--- src/rtl/pc_pkg.sv ---
// pc_pkg: shared constants and request-priority decode for the fetch PC unit.
// Provides default widths, reset PC, and the req_e priority enum.
package pc_pkg;

    localparam int DEF_PC_W      = 16;
    localparam int DEF_OFF_W     = 8;
    localparam int DEF_RAS_DEPTH = 4;
    localparam int DEF_RESET_PC  = 0;

    typedef enum logic [2:0] {
        REQ_STALL,
        REQ_RET,
        REQ_CALL,
        REQ_JMP,
        REQ_INC,
        REQ_HOLD
    } req_e;

    // Highest-priority asserted request wins.
    function automatic req_e req_sel(
        input logic stall,
        input logic ret,
        input logic call,
        input logic jmp,
        input logic inc
    );
        if (stall)     return REQ_STALL;
        else if (ret)  return REQ_RET;
        else if (call) return REQ_CALL;
        else if (jmp)  return REQ_JMP;
        else if (inc)  return REQ_INC;
        else           return REQ_HOLD;
    endfunction

endpackage

--- src/rtl/ras_stack.sv ---
// ras_stack: return-address stack with pointer, full/empty and sticky flags.
// Ports: clk, reset (async active-low), push/pop/wdata in; rdata, empty,
// full, ovf, unf out. Macro PC_RAS_WRAP_EN makes the stack circular.
module ras_stack #(
    parameter int W     = 16,
    parameter int DEPTH = 4
) (
    input  logic         clk,
    input  logic         reset,
    input  logic         push,
    input  logic         pop,
    input  logic [W-1:0] wdata,
    output logic [W-1:0] rdata,
    output logic         empty,
    output logic         full,
    output logic         ovf,
    output logic         unf
);

    localparam int IW  = $clog2(DEPTH);
    localparam int SPW = IW + 1;

    logic [W-1:0]   mem [DEPTH];
    logic [SPW-1:0] sp;
    // wp tracks the next write slot; sp is the entry count.
    logic [IW-1:0]  wp;
    logic           wr;

`ifdef PC_RAS_WRAP_EN
    // Circular: a push when full overwrites the oldest slot.
    assign wr = push;
`else
    assign wr = push && !full;
`endif

    assign empty = (sp == '0);
    assign full  = (sp == SPW'(DEPTH));
    assign rdata = mem[wp - IW'(1)];

    always_ff @(posedge clk or negedge reset) begin
        if (!reset) begin
            sp  <= '0;
            wp  <= '0;
            ovf <= 1'b0;
            unf <= 1'b0;
        end else begin
            if (wr) begin
                wp <= wp + IW'(1);
                if (!full)
                    sp <= sp + SPW'(1);
            end else if (pop && !empty) begin
                wp <= wp - IW'(1);
                sp <= sp - SPW'(1);
            end
            if (push && full)
                ovf <= 1'b1;
            if (pop && empty)
                unf <= 1'b1;
        end
    end

    // Contents need no reset; only the pointer defines validity.
    always_ff @(posedge clk) begin
        if (wr)
            mem[wp] <= wdata;
    end

endmodule

--- src/rtl/pc_stack_unit.sv ---
// pc_stack_unit: fetch PC with relative step, absolute jump and call/ret RAS.
// Ports: clk, reset (async active-low), stall, inc, in, wEnb, din, call,
// ret in; PC, ras_empty, ras_full, ras_ovf, ras_unf out.
// Macro PC_RAS_WRAP_EN selects a circular RAS (see ras_stack).
module pc_stack_unit
    import pc_pkg::*;
#(
    parameter int              PC_W      = DEF_PC_W,
    parameter int              OFF_W     = DEF_OFF_W,
    parameter int              RAS_DEPTH = DEF_RAS_DEPTH,
    parameter logic [PC_W-1:0] RESET_PC  = PC_W'(DEF_RESET_PC)
) (
    input  logic             clk,
    input  logic             reset,
    input  logic             stall,
    input  logic             inc,
    input  logic [OFF_W-1:0] in,
    input  logic             wEnb,
    input  logic [PC_W-1:0]  din,
    input  logic             call,
    input  logic             ret,
    output logic [PC_W-1:0]  PC,
    output logic             ras_empty,
    output logic             ras_full,
    output logic             ras_ovf,
    output logic             ras_unf
);

    req_e            req;
    logic [PC_W-1:0] pc_nxt;
    logic [PC_W-1:0] step;
    logic [PC_W-1:0] ret_pc;
    logic [PC_W-1:0] link;
    logic            push;
    logic            pop;

    assign req  = req_sel(stall, ret, call, wEnb, inc);
    assign step = PC_W'($signed(in));
    assign link = PC + PC_W'(1);
    assign push = (req == REQ_CALL);
    assign pop  = (req == REQ_RET);

    always_comb begin
        pc_nxt = PC;
        unique case (req)
            REQ_RET:  if (!ras_empty) pc_nxt = ret_pc;
            REQ_CALL: pc_nxt = din;
            REQ_JMP:  pc_nxt = din;
            REQ_INC:  pc_nxt = PC + step;
            default:  pc_nxt = PC;
        endcase
    end

    always_ff @(posedge clk or negedge reset) begin
        if (!reset)
            PC <= RESET_PC;
        else
            PC <= pc_nxt;
    end

    ras_stack #(
        .W     (PC_W),
        .DEPTH (RAS_DEPTH)
    ) u_ras (
        .clk   (clk),
        .reset (reset),
        .push  (push),
        .pop   (pop),
        .wdata (link),
        .rdata (ret_pc),
        .empty (ras_empty),
        .full  (ras_full),
        .ovf   (ras_ovf),
        .unf   (ras_unf)
    );

endmodule

--- config.mk ---
export PLATFORM = sky130hd
export DESIGN_NAME = pc_stack_unit
export DESIGN_NICKNAME = d
export VERILOG_FILES = /design/src/rtl/pc_pkg.sv /design/src/rtl/ras_stack.sv /design/src/rtl/pc_stack_unit.sv
export SDC_FILE = /design/constraint.sdc
export NUM_CORES = 1
export LEC_CHECK = 0
export BUFFER_PORTS_ARGS = -buffer_cell sky130_fd_sc_hd__buf_4
export CAP_MARGIN = 20
export CORE_MARGIN = 2
export CORE_UTILIZATION = 34
export CTS_BUF_LIST = sky130_fd_sc_hd__clkbuf_4
export CTS_CLUSTER_SIZE = 25
export DETAILED_ROUTE_END_ITERATION = 7
export PLACE_DENSITY = 0.62
export SLEW_MARGIN = 10
export SYNTH_ARGS = -nofsm -noshare
export SYNTH_HDL_FRONTEND = slang
export SYNTH_SLANG_ARGS = --single-unit
--- constraint.sdc ---
create_clock -name clk -period 5.2 [get_ports clk]
set_input_delay 0.52 -clock clk [delete_from_list [all_inputs] [get_ports clk]]
set_output_delay 0.52 -clock clk [all_outputs]
set_load 0.01 [all_outputs]
* Yosys cells after proc, flatten, opt, wreduce, memory -nomap -nowiden *
Memories as Yosys holds them, arrays and structs flattened.
Index checks and enable logic that the tools add are counted.

cells by class
  add/subtract/negate cells = 6
  reductions and logical operators = 12
  eq/ne operators = 7
  muxes and demuxes = 14

operators by type and width
  operator                                                                count
  16-bit case mux with 3 select lines                                     1
  3-bit 2-to-1 mux                                                        7
  16-bit by 1-bit adder with 16-bit output (second input constant)        1
  16-bit adder                                                            1
  16-bit 2-to-1 mux                                                       1
  3-bit by 2-bit equality test with 1-bit output (second input constant)  2
  3-bit equality test (second input constant)                             2
  1-bit logical AND                                                       4
  2-bit 2-to-1 mux                                                        2
  2-bit inequality test (second input constant)                           2
  2-bit AND reduction                                                     2
  3-bit by 1-bit adder with 3-bit output (second input constant)          1
  3-bit by 1-bit equality test with 1-bit output (second input constant)  1
  3-bit zero test                                                         1
  1-bit 2-to-1 mux                                                        3
  3-bit nonzero test                                                      1
  3-bit by 1-bit subtractor with 3-bit output (second input constant)     1
  2-bit by 1-bit adder with 2-bit output (second input constant)          1
  1-bit zero test                                                         2
  2-bit nonzero test                                                      1
  2-bit OR reduction                                                      1
  2-bit by 1-bit subtractor with 2-bit output (second input constant)     1

word-level totals
  word-level logic and storage cells = 45
  flip-flop bits (word level) = 23
  memory bits (writable) = 64
  bits of input ports = 31
  memories kept = 1
  output and inout port bits = 20

memories
  memory     words  width  read ports  clocked after memory_dff  write ports  line             source
  u_ras.mem  4      16     1           0                         1            ras_stack.sv:23  logic [W-1:0] mem [DEPTH];

* Longest topological paths before layout *
  word-level depth = 9
  mapped depth = 11
  depth with buffers taken out = 9

* By module *
A second synthesis with hierarchy kept.

unflattened totals
  cells, all modules = 366
  area total of the unflattened synthesis = 4630.7 sq um

modules (own cells, without submodules)
  module         times used  cells each  sequential area each (sq um)  area each (sq um)
  ras_stack      1           139         2097.0                        2826.5
  pc_stack_unit  1           227         400.4                         1804.2

* Worst setup path before layout *
Ideal clock, no wire load.

  kind = reg-to-reg
  from = reg u_ras.wp[0]
  to = reg PC[14]
  path buffers = 3
  data arrival time = 2.521 ns
  data required time = 5.074 ns
  library setup time = 0.126 ns
  slack = 2.553 ns
  stages on the path, launching flop included = 11
  clock period less this slack = 2.647 ns
  path through = dfrtp_1 buf_6 buf_2 inv_1 ha_1 clkbuf_1 mux4_2 or3_1 a22oi_2 nor4b_2 nor3b_1

between the ends
  word-level cells in the longest chain between the ends = 4

ends and longest elaborated chain
  what                                         line                 source
  start: declaration                           ras_stack.sv:26      logic [IW-1:0] wp;
  start signal: assignment                     ras_stack.sv:48      wp <= wp + IW'(1);
  start signal: assignment                     ras_stack.sv:52      wp <= wp - IW'(1);
  2-bit by 1-bit subtractor with 2-bit output  ras_stack.sv:38      assign rdata = mem[wp - IW'(1)];
  memory 4 x 16 bit                            --
  16-bit 2-to-1 mux                            pc_stack_unit.sv:46  REQ_RET: if (!ras_empty) pc_nxt = ret_pc;
  16-bit case mux with 3 select lines          pc_stack_unit.sv:45  unique case (req)
  end signal: assignment                       pc_stack_unit.sv:58  PC <= pc_nxt;
  end: declaration                             pc_stack_unit.sv:22  output logic [PC_W-1:0] PC,

No other way between the ends. The select of a mux whose other input is x is not followed.
A chain may end at the register's enable or synchronous reset.

* Worst setup path in the final report *
  from = reg u_ras.sp[0]
  to = reg PC[8]

between the ends
  word-level cells in the longest chain between the ends = 3

ends and longest elaborated chain
  what                             line             source
  start: declaration               ras_stack.sv:24  logic [SPW-1:0] sp;
  start signal: assignment         ras_stack.sv:50  sp <= sp + SPW'(1);
  start signal: assignment         ras_stack.sv:53  sp <= sp - SPW'(1);
  3-bit zero test                  ras_stack.sv:36  assign empty = (sp == '0);
  2-bit inequality test (no line)  --
  2-bit AND reduction (no line)    --

No other way between the ends.

==> results_dict.tcl <==
set metrics [dict create \
    synth.avg_cell_area_um2 12.70 \
    yosysMostFrequentCell "edfxtp_1" \
    critical_path_class "reg -> reg" \
    synth_common_cells "edfxtp_1 (64), nand2_1 (34), o21ai_0 (27)" \
    placed_area_mm2 0.005107 \
    cts_tree "done" \
    crit_path_end_kind "flop" \
    max_stage_delay_ps 850 \
    post-dp-hpwl_um 7668 \
    syn-num-nets 411 \
    overflow 0 \
    start_util_pct 34.60 \
    p_per_area_mw_per_mm2 508.2 \
    timing.rr.start "u_ras.sp[0]$_DFFE_PN0P_" \
    syn2layout_area_growth_pct 15.50 \
    ys.warnings.count 0 \
    cts_buffer_depth 2 \
    peakVddDrop_mv 0.1511 \
    drive_above_1_share_pct 21.26 \
    grt_pass1_wl_um 16780 \
    die_y_um 119.6 \
    netlist.area_leader.share_pct 42.28 \
    slew_headroom_pct 29.63 \
    netlist_instances 358 \
    io_buffers 50 \
    r2r-end "PC[8]$_DFFE_PN0P_" \
    path_cells "nor3_2, or2_0, nand2_1, o21ai_0, o31ai_1" \
    die_x_um 119.6 \
    outcome "finished, final reports clean" \
    yosysUniqueCellTypes 54 \
    vias_per_cell 5.381 \
    worst_r2r_path_depth 5 \
    hold_class "in -> reg" \
    crit_start "u_ras.sp[0]$_DFFE_PN0P_" \
    ctsHtreeMaxLevel 3 \
    dpl.cell_count 574 \
    seqCellArea_mm2 0.002497 \
    ys.flop_type "edfxtp_1" \
    std_cell_rows 42 \
    fin_nets 463 \
    swShare_pct 38.35 \
    cts.clk_slew.worst_paths_ps 140 \
    ant_nets 0 \
    multi_input_area_mm2 0.001943 \
    grt_pass1_vias 3246 \
    setup_viol_count_final 0 \
    die_area_mm2 0.01431 \
    internal_power_mw 1.645 \
    worstPathMaxFanout 18 \
    drv_cap 0 \
    fp.coreArea_mm2 0.01314 \
    synth_area_leaders "edfxtp_1 (42%), dfrtp_1 (13%), ha_1 (5.5%)" \
    insertion_delay_ps 440 \
    min_period_ps 2757 \
    tightest_slew_ps 1056 \
    finalCritPeriodShare_pct 53.02 \
    worst_ep_arrival_time_ps 3080 \
    antenna_found_initial 0 \
    pre_cts_slack_ps 2394 \
    clock_power_share_pct 13.8 \
    ios 51 \
    fmax_ghz 0.3627 \
    synth_enable_flop_cells 64 \
    leakage_nw 1.962 \
    fillers 1252 \
    cts_resized 0 \
    crit_slowest_cell "or2_0" \
    ys_seq_elements 87 \
    rrSetupSlack_ps 2440 \
    syn-cell-area_mm2 0.004546 \
    yosysSeqAreaShare_pct 54.94 \
    wirelength_um 10600 \
    pwr-share-comb_pct 45.2 \
    setup_ws_ps 2443 \
    start_kind "flop" \
    crit_required_ps 5520 \
    seqPwrFrac_pct 41.0 \
    hold_violations 0 \
    avgRoutedWirePerCell_um 17.93 \
    fin_skew_ps 15.50 \
    stdcell_count 591 \
    p_switching_mw 1.023 \
    gp_congestion 0.7839 \
    synth_top_area_cell "edfxtp_1" \
    drt_iter0_drc 262 \
    worstSetupEndpoint "PC[8]$_DFFE_PN0P_" \
    finalSetupTns_ps 0 \
    rsz0062_at_grt "false" \
    clockRootBuffer "clkbuf_4" \
    vias 3180 \
    track_usage_pct 15.28 \
    grt_max_degree 24 \
    slew_violations 0 \
    async_reset_ff_share_pct 26.44 \
    cts_buffers 9 \
    cts_sinks 87 \
    total_power_mw 2.668 \
    drt_first_pass_iters 5 \
    fin_area_mm2 0.005250 \
    drc 0 \
]
==> flip-flops by register name, summed over array words and instances, names as in the netlist <==
register and flops:
PC 16, u_ras.wp 2, u_ras.ovf 1, u_ras.mem 64
u_ras.unf 1, u_ras.sp 3
==> area by class of cell <==
cell class              instances  share of cell area, %
clock buffers                   9                  1.287
repair buffers                 54                  7.769
well taps                     176                  4.194
diodes                          1                0.04766
inverters                      13                 0.9295
multi-input cells             245                  37.01
flip-flops and latches         87                  47.57
clock inverters                 6                  1.192
==> power groups by stage <==
| stage | combinational [mW] | sequential [mW] | clock [mW] |
|---|---|---|---|
| 2_1_floorplan | 0.826 | 1.09 | 0 |
| 4_1_cts | 1.21 | 1.09 | 0.374 |
| 3_3_place_gp | 1.19 | 1.10 | 0 |
| 5_1_grt | 1.33 | 1.11 | 0.408 |
| 6_report | 1.21 | 1.09 | 0.368 |
| 3_5_place_dp | 1.20 | 1.11 | 0 |
==> cell usage in the layout, fill, tap and decap left out, drive strengths merged, types with 4 or more instances in the layout <==
master,instances
nor3,6
a211oi,4
clkbuf,9
nor2,19
nand3,10
and3,6
ha,20
dfrtp,23
nand2,34
mux4,16
xor2,4
a22oi,6
inv,13
xnor2,23
o21ai,27
a21oi,15
edfxtp,64
a31oi,4
and2,6
o21a,4
buf,53
==> critical path: cells and delay by family, from the launching register on <==
kind               cells  cell delay [ps]
and+or+nand+nor        3             1730
AOI/OAI and AO/OA      2              470
DFF                    1              460
==> how the worst min path moves through the flow <==
stage / start / end / slack [ps] / cells after the start
5_1_grt: din[3] / PC[3]$_DFFE_PN0P_ / 300 / 3
6_report: din[3] / PC[3]$_DFFE_PN0P_ / 310 / 3
2_1_floorplan: reset / PC[0]$_DFFE_PN0P_ / 220 / 0
4_1_cts: din[3] / PC[3]$_DFFE_PN0P_ / 290 / 3
3_5_place_dp: reset / u_ras.unf$_DFFE_PN0N_ / 440 / 1
3_3_place_gp: reset / u_ras.unf$_DFFE_PN0N_ / 440 / 1
==> per-layer routing <==
metal | share of wire, % | vias to the layer above | GRT usage (%) | wire length, um
li1 | - | 1476 | - | -
met1 | 41 | 1590 | 19.79 | 4377
met2 | 51 | 87 | 25.18 | 5412
met3 | 4.8 | 27 | 2.234 | 509
met4 | 2.8 | 0 | 7.500 | 296
met5 | 0 | - | 0 | 0
==> logic make-up after synthesis <==
family | count (synthesis) | share of synthesized area [%]
AND/OR/NAND/NOR | 92 | 9.689
multiplexers | 18 | 8.808
XOR/XNOR | 27 | 5.202
buffers and inverters | 26 | 2.422
AO/OA/AOI/OAI | 86 | 12.55
adder cells (fa/ha/maj) | 22 | 6.386
flip-flops | 87 | 54.94
==> through the flow <==
step | hold WS (ps) | utilization [%]
after floorplan | 224.4 | -
after global placement | 441.0 | 38.88
after detailed placement | 438.4 | 38.88
after CTS | 289.8 | 39.94
after global routing | 297.9 | 39.94
final | 311.8 | 39.96
==> repair_timing <==
item	4_1_cts	5_1_grt
endpoints found under the hold margin	23	0
buffers inserted	0	0
hold buffers	1	0
Note: power is estimated with default switching activity, not from simulation.
